`src/rtl/spi_tx_sched.sv`:
```
// Round-robin scheduler that shares one SPI byte transmitter among NUM_REQ requesters.
// Each frame is a grant, a start strobe, a done/timeout wait, an acknowledge and an inter-frame gap.
//
// state  | meaning
// IDLE   | arbitrate pending requests and latch the winner's frame
// LAUNCH | one-cycle m_start to the transmitter
// WAIT   | wait for m_done, aborted once the wait counter reaches TIMEOUT-1
// GAP    | ack cycle plus idle cycles that keep CS high between frames
module spi_tx_sched #(
   parameter int NUM_REQ = 4,
   parameter int GAP_CYC = 2,
   parameter int TIMEOUT = 64
) (
   input  logic                 sys_clk,
   input  logic                 sys_rst_n,
   input  logic [NUM_REQ-1:0]   req,
   input  logic [NUM_REQ*8-1:0] req_data,
   input  logic [NUM_REQ*8-1:0] req_width,
   input  logic [NUM_REQ*2-1:0] req_cmd,
   output logic [NUM_REQ-1:0]   ack,
   output logic                 ack_err,
   output logic                 m_start,
   output logic [7:0]           m_data,
   output logic [7:0]           m_width,
   output logic [1:0]           m_cmd,
   input  logic                 m_done,
   output logic                 busy,
   output logic [2:0]           grant_id,
   output logic                 err_timeout,
   input  logic                 clr_err
);

   localparam int CW = (TIMEOUT > 1) ? $clog2(TIMEOUT) : 1;
   localparam int GW = (GAP_CYC > 1) ? $clog2(GAP_CYC) : 1;
   localparam logic [CW-1:0]      CNT_LAST = CW'(TIMEOUT - 1);
   localparam logic [GW-1:0]      GAP_LAST = GW'((GAP_CYC > 0) ? GAP_CYC - 1 : 0);
   localparam logic [2:0]         LAST_ID  = 3'(NUM_REQ - 1);
   localparam logic [NUM_REQ-1:0] ONE      = NUM_REQ'(1);

   typedef enum logic [1:0] {IDLE, LAUNCH, WAIT, GAP} state_t;

   state_t        state;
   logic [2:0]    rr_ptr;
   logic [CW-1:0] wait_cnt;
   logic [GW-1:0] gap_cnt;

   logic [7:0] req_pad;
   logic [3:0] idx;
   logic       win_vld;
   logic [2:0] win_id;
   logic [7:0] sel_data;
   logic [7:0] sel_width;
   logic [1:0] sel_cmd;

   assign req_pad = 8'(req);

   // First pending requester at or after rr_ptr, wrapping at NUM_REQ-1.
   always_comb begin
      win_vld = 1'b0;
      win_id  = '0;
      idx     = '0;
      for (int i = 0; i < NUM_REQ; i++) begin
         idx = {1'b0, rr_ptr} + 4'(i);
         if (idx >= 4'(NUM_REQ))
            idx = idx - 4'(NUM_REQ);
         if (!win_vld && req_pad[idx[2:0]]) begin
            win_vld = 1'b1;
            win_id  = idx[2:0];
         end
      end
   end

   always_comb begin
      sel_data  = '0;
      sel_width = '0;
      sel_cmd   = '0;
      for (int j = 0; j < NUM_REQ; j++) begin
         if (win_id == 3'(j)) begin
            sel_data  = req_data[j*8 +: 8];
            sel_width = req_width[j*8 +: 8];
            sel_cmd   = req_cmd[j*2 +: 2];
         end
      end
   end

   always_ff @(posedge sys_clk or negedge sys_rst_n) begin
      if (!sys_rst_n) begin
         state       <= IDLE;
         rr_ptr      <= '0;
         wait_cnt    <= '0;
         gap_cnt     <= '0;
         ack         <= '0;
         ack_err     <= 1'b0;
         m_start     <= 1'b0;
         m_data      <= '0;
         m_width     <= '0;
         m_cmd       <= '0;
         busy        <= 1'b0;
         grant_id    <= '0;
         err_timeout <= 1'b0;
      end else begin
         m_start <= 1'b0;
         ack     <= '0;
         ack_err <= 1'b0;
         // A timeout on this same edge overrides the clear further down.
         if (clr_err)
            err_timeout <= 1'b0;
         case (state)
            IDLE: begin
               if (win_vld) begin
                  state    <= LAUNCH;
                  busy     <= 1'b1;
                  m_start  <= 1'b1;
                  grant_id <= win_id;
                  m_data   <= sel_data;
                  m_width  <= sel_width;
                  m_cmd    <= sel_cmd;
               end
            end
            LAUNCH: begin
               state    <= WAIT;
               wait_cnt <= '0;
            end
            WAIT: begin
               if (m_done || wait_cnt == CNT_LAST) begin
                  ack     <= ONE << grant_id;
                  ack_err <= !m_done;
                  if (!m_done)
                     err_timeout <= 1'b1;
                  rr_ptr  <= (grant_id == LAST_ID) ? 3'd0 : grant_id + 3'd1;
                  if (GAP_CYC == 0) begin
                     state <= IDLE;
                     busy  <= 1'b0;
                  end else begin
                     state   <= GAP;
                     gap_cnt <= GAP_LAST;
                  end
               end else begin
                  wait_cnt <= wait_cnt + CW'(1);
               end
            end
            GAP: begin
               if (gap_cnt == '0) begin
                  state <= IDLE;
                  busy  <= 1'b0;
               end else begin
                  gap_cnt <= gap_cnt - GW'(1);
               end
            end
            default: begin
               state <= IDLE;
               busy  <= 1'b0;
            end
         endcase
      end
   end

endmodule
```
`config.mk`:
```
export PLATFORM = sky130hd
export DESIGN_NAME = spi_tx_sched
export DESIGN_NICKNAME = d
export VERILOG_FILES = /design/src/rtl/spi_tx_sched.sv
export SDC_FILE = /design/constraint.sdc
export NUM_CORES = 1
export LEC_CHECK = 0
export CORE_MARGIN = 4
export CORE_UTILIZATION = 40
export CTS_BUF_LIST = sky130_fd_sc_hd__clkbuf_4
export CTS_CLUSTER_SIZE = 40
export DETAILED_ROUTE_END_ITERATION = 10
export PLACE_DENSITY = 0.86
export SETUP_SLACK_MARGIN = 0.15
export SLEW_MARGIN = 25
export SYNTH_ARGS = -nofsm -noshare
export SYNTH_HDL_FRONTEND = slang
export SYNTH_SLANG_ARGS = --single-unit
```
`constraint.sdc`:
```
create_clock -name sys_clk -period 2.7 [get_ports sys_clk]
set_clock_uncertainty 0.05 [all_clocks]
set_input_delay 0.405 -clock sys_clk [delete_from_list [all_inputs] [get_ports sys_clk]]
set_output_delay 0.405 -clock sys_clk [all_outputs]
set_load 0.01 [all_outputs]
```
==> key figures <==
Outcome
  – Outcome: completed

Clocking
  – CTS tree: done
  – Clk slew on worst S/H paths: between 0.1 and 0.15 ns
  – Clock latency on the worst-skew pair: between 0.3 and 0.4 ns
  – CTS Hold Bufs: 0
  – # H-tree levels: 2
  – CTS max path bufs: 2
  – Clock Sinks: 41
  – Total CTS buffers: 5
  – Root Driver: clkbuf_4

Setup path
  – CP startpoint: rr_ptr[0]$_DFFE_PN0P_
  – CP max-delay cell: dfrtp_2
  – Crit-path leading delay family: compound AO/OA/AOI/OAI gates
  – Worst endpoint required time: 2.89 ns
  – Critical Path Max Stage Delay: about 0.46 ns
  – Bufs and invs on worst path: 2
  – CP Capture Point: m_data[4]$_DFFE_PN0P_
  – CP arrival: 2.82 ns
  – Register-to-register setup slack: 0.08 ns
  – CP Cell Sequence: inv_6 -> ha_4 -> mux4_2 -> a221o_1 -> a21oi_4 -> o21ai_4 -> buf_12 -> mux2i_2 -> a221oi_1
  – Critical path type: reg2reg
  – Start of the worst register-to-register path: rr_ptr[0]$_DFFE_PN0P_
  – WP depth: 9
  – Worst r2r path cells: 9
  – Max FO, Critical Path: 17
  – CP endpoint kind: register
  – Reg2Reg Capture Point: m_data[4]$_DFFE_PN0P_
  – Crit path launch type: register

Detailed routing
  – Final wirelength: about 7300 um
  – Number of remaining DRC errors: 0
  – DRT antenna net count: 0
  – Via count: about 2300
  – DRT Pass-1 Iters: 6
  – Avg WL per Cell: ~17 um
  – Starting DRT DRC Count: 107
  – Vias per Instance: 5.26

STA
  – Actual slew at the worst max-slew pin: 0.890 ns
  – Final slew viol count: 0
  – Fin crit period: 2.62 ns
  – Final period util: between 90% and 100%
  – RSZ-0062 raised after global routing: yes
  – Slew headroom: approximately 40%
  – Final hold viol count: 0
  – Max Fclk: approximately 380 MHz
  – Final worst slack: 0.0777 ns
  – Final setup fails: 0

Global routing
  – Antenna violations before repair: 0
  – Grt ovf: 0
  – First-pass GRT wire length: approximately 11000 um
  – GR Util All Layers: 18.6%
  – Largest net degree at the start of global routing: 42
  – Vias in the first global route: 2378

Die
  – # IOs: approximately 110
  – Initial Utilization: 42.1%
  – Core Area: 0.00603 mm^2
  – Rows: 28
  – Chip Width: 87.7 um
  – Die Y-Extent: between 80 and 90 um
  – DIE AREA: between 0.007 and 0.008 mm^2

Placement
  – Hpwl dp: between 5000 and 6000 um
  – Routability cong.: between 0.8 and 0.9
  – Placed Instance Area: around 0.0038 mm^2
  – Pre-CTS WS: -0.481 ns
  – Dpl cells: roughly 430
  – Port-buffer cells: 108

Finish
  – Finished Layout Cells: roughly 440
  – Design Area, Final: 0.00393 mm^2
  – Synthesis-to-finish area growth: 55.0%
  – Final nets: 454
  – Layout cells sized above 1: between 10% and 20%
  – Final Util: 65.3%
  – Number of diodes: 0

Synthesis
  – Post-Synthesis Cells: 240
  – Synthesized Nets: between 300 and 400
  – Syn. warnings: 0
  – Synth cell types: 39
  – Syn avg cell area: around 11 um^2
  – Register bit total from synthesis: just over 40
  – Register area share after synthesis: approximately two fifths
  – Synthesized area: between 0.002 and 0.003 mm^2

Pwr
  – Leakage: around 0.0017 uW
  – Cell Pwr Density: 1060 mW/mm^2
  – Peak supply drop: 0.000671 V

Flow run
  – Max-cap violation count: 0

Hold path
  – Worst Hold Class: in2async
-- through the flow --
stage / hold WS [ns] / setup TNS, ns / power [uW]
after global placement: 0.470 / -4.90 / 3620
after CTS: 0.153 / 0 / 4120
after floorplan: 0.0594 / 0 / 2830
after global routing: 0.185 / -0.0170 / 4450
after detailed placement: 0.485 / -6.82 / 3690
final: 0.118 / 0 / 4150
-- Yosys cell counts (all sizes together) --
library cell  instances  area share, %
a221oi               19            9.5
inv                  13            1.9
o21ai                17            3.5
nand2                14            2.2
nand4                 4           0.99
o211a                 1           0.39
clkbuf                2           0.30
nand3                 1           0.20
nor2                 35            5.9
nand2b                7            1.7
mux2i                37             15
xor2                  2           0.69
and3                  3           0.94
o22ai                 2           0.49
buf                   7            2.8
nor2b                 4           0.99
a211oi                3           0.89
a21o                  1           0.30
mux4                  2            1.8
and2                  4           0.99
ha                   11            5.4
mux2                  2           0.89
o221a                 1           0.44
dfrtp                41             40
nor3                  1           0.20
a221o                 1           0.39
a22oi                 1           0.30
a21oi                 4           0.94
-- final cells by class --
class	count	area [um^2]
repair buffers	125	1250
flip-flops and latches	41	1030
clock buffers	5	37.5
clock inverters	3	12.5
fillers	473	2090
well taps	75	93.8
multi-input cells	177	1460
inverters	13	53.8
-- what timing repair did --
item | in CTS | in global routing
endpoints found under the setup margin | 19 | 20
pin swaps | 1 | 0
resized for setup | 2 | 8
setup buffers | 5 | 0
cloned | 0 | 0
-- metal layers --
metal  routed length [um]  up-vias  track usage (%)
met5                    0        -                0
li1                     -     1119                -
met3                  531        8             4.80
met2                 3690       76             33.8
met4                   99        0             4.46
met1                 2940     1107             21.9
-- state kept, by name, summed over array words and instances (netlist names) --
register / count
grant_id: 3
m_start: 1
state: 2
m_width: 8
busy: 1
ack_err: 1
gap_cnt: 1
wait_cnt: 6
m_cmd: 2
rr_ptr: 3
ack: 4
err_timeout: 1
m_data: 8
-- cell families after synthesis --
kind of cell	count (synthesis)	synth area share, %
mux	41	17.2
simple gates	73	14.1
fa+ha+maj	11	5.42
compound gates	50	17.2
flops	41	40.4
xor+xnor	2	0.690
buf+inv	22	4.98
-- cells in the final DEF, fill, tap and decap left out, types with 2 or more instances in the layout --
cell type,count
a221oi_2,11
nand4_1,4
mux2i_2,3
ha_1,10
nand2b_1,7
clkinv_1,2
nand2_1,12
buf_4,13
nor2b_1,4
dfrtp_1,40
xor2_1,2
o22ai_1,2
buf_12,4
a221oi_1,7
nor2_1,33
clkdlybuf4s50_1,107
and3_1,2
a21oi_1,2
inv_1,11
mux2i_1,34
clkbuf_4,5
mux4_2,2
a211oi_1,3
and2_1,3
mux2_2,2
o21ai_0,15
-- where the power goes --
| group | internal [uW] | switching [uW] | total [uW] | leakage (uW) |
|---|---|---|---|---|
| clock | 94.4 | 190 | 285 | 0.0000300 |
| combinational | 1480 | 1370 | 2860 | 0.00122 |
| sequential | 848 | 164 | 1010 | 0.000498 |
| total | 2430 | 1730 | 4150 | 0.00175 |
-- worst min-delay path by stage --
stage | startpoint | end | slack (ns) | cells after the start
finish | sys_rst_n | ack[0]$_DFF_PN0_ | 0.12 | 1
CTS | sys_rst_n | m_data[5]$_DFFE_PN0P_ | 0.15 | 1
global route | sys_rst_n | ack[0]$_DFF_PN0_ | 0.19 | 1
detailed placement | wait_cnt[2]$_DFFE_PN0P_ | wait_cnt[2]$_DFFE_PN0P_ | 0.49 | 1
floorplan | sys_rst_n | ack[0]$_DFF_PN0_ | 0.06 | 0
global placement | wait_cnt[2]$_DFFE_PN0P_ | wait_cnt[2]$_DFFE_PN0P_ | 0.47 | 1
-- worst register-to-register path, cell delays in order, from the launching register on --
cell	delay (ns)
dfrtp_2	0.46
inv_6	0.06
ha_4	0.29
mux4_2	0.35
a221o_1	0.35
a21oi_4	0.27
o21ai_4	0.10
buf_12	0.17
mux2i_2	0.17
a221oi_1	0.26
No activity file was read; power rests on OpenSTA's default activity.
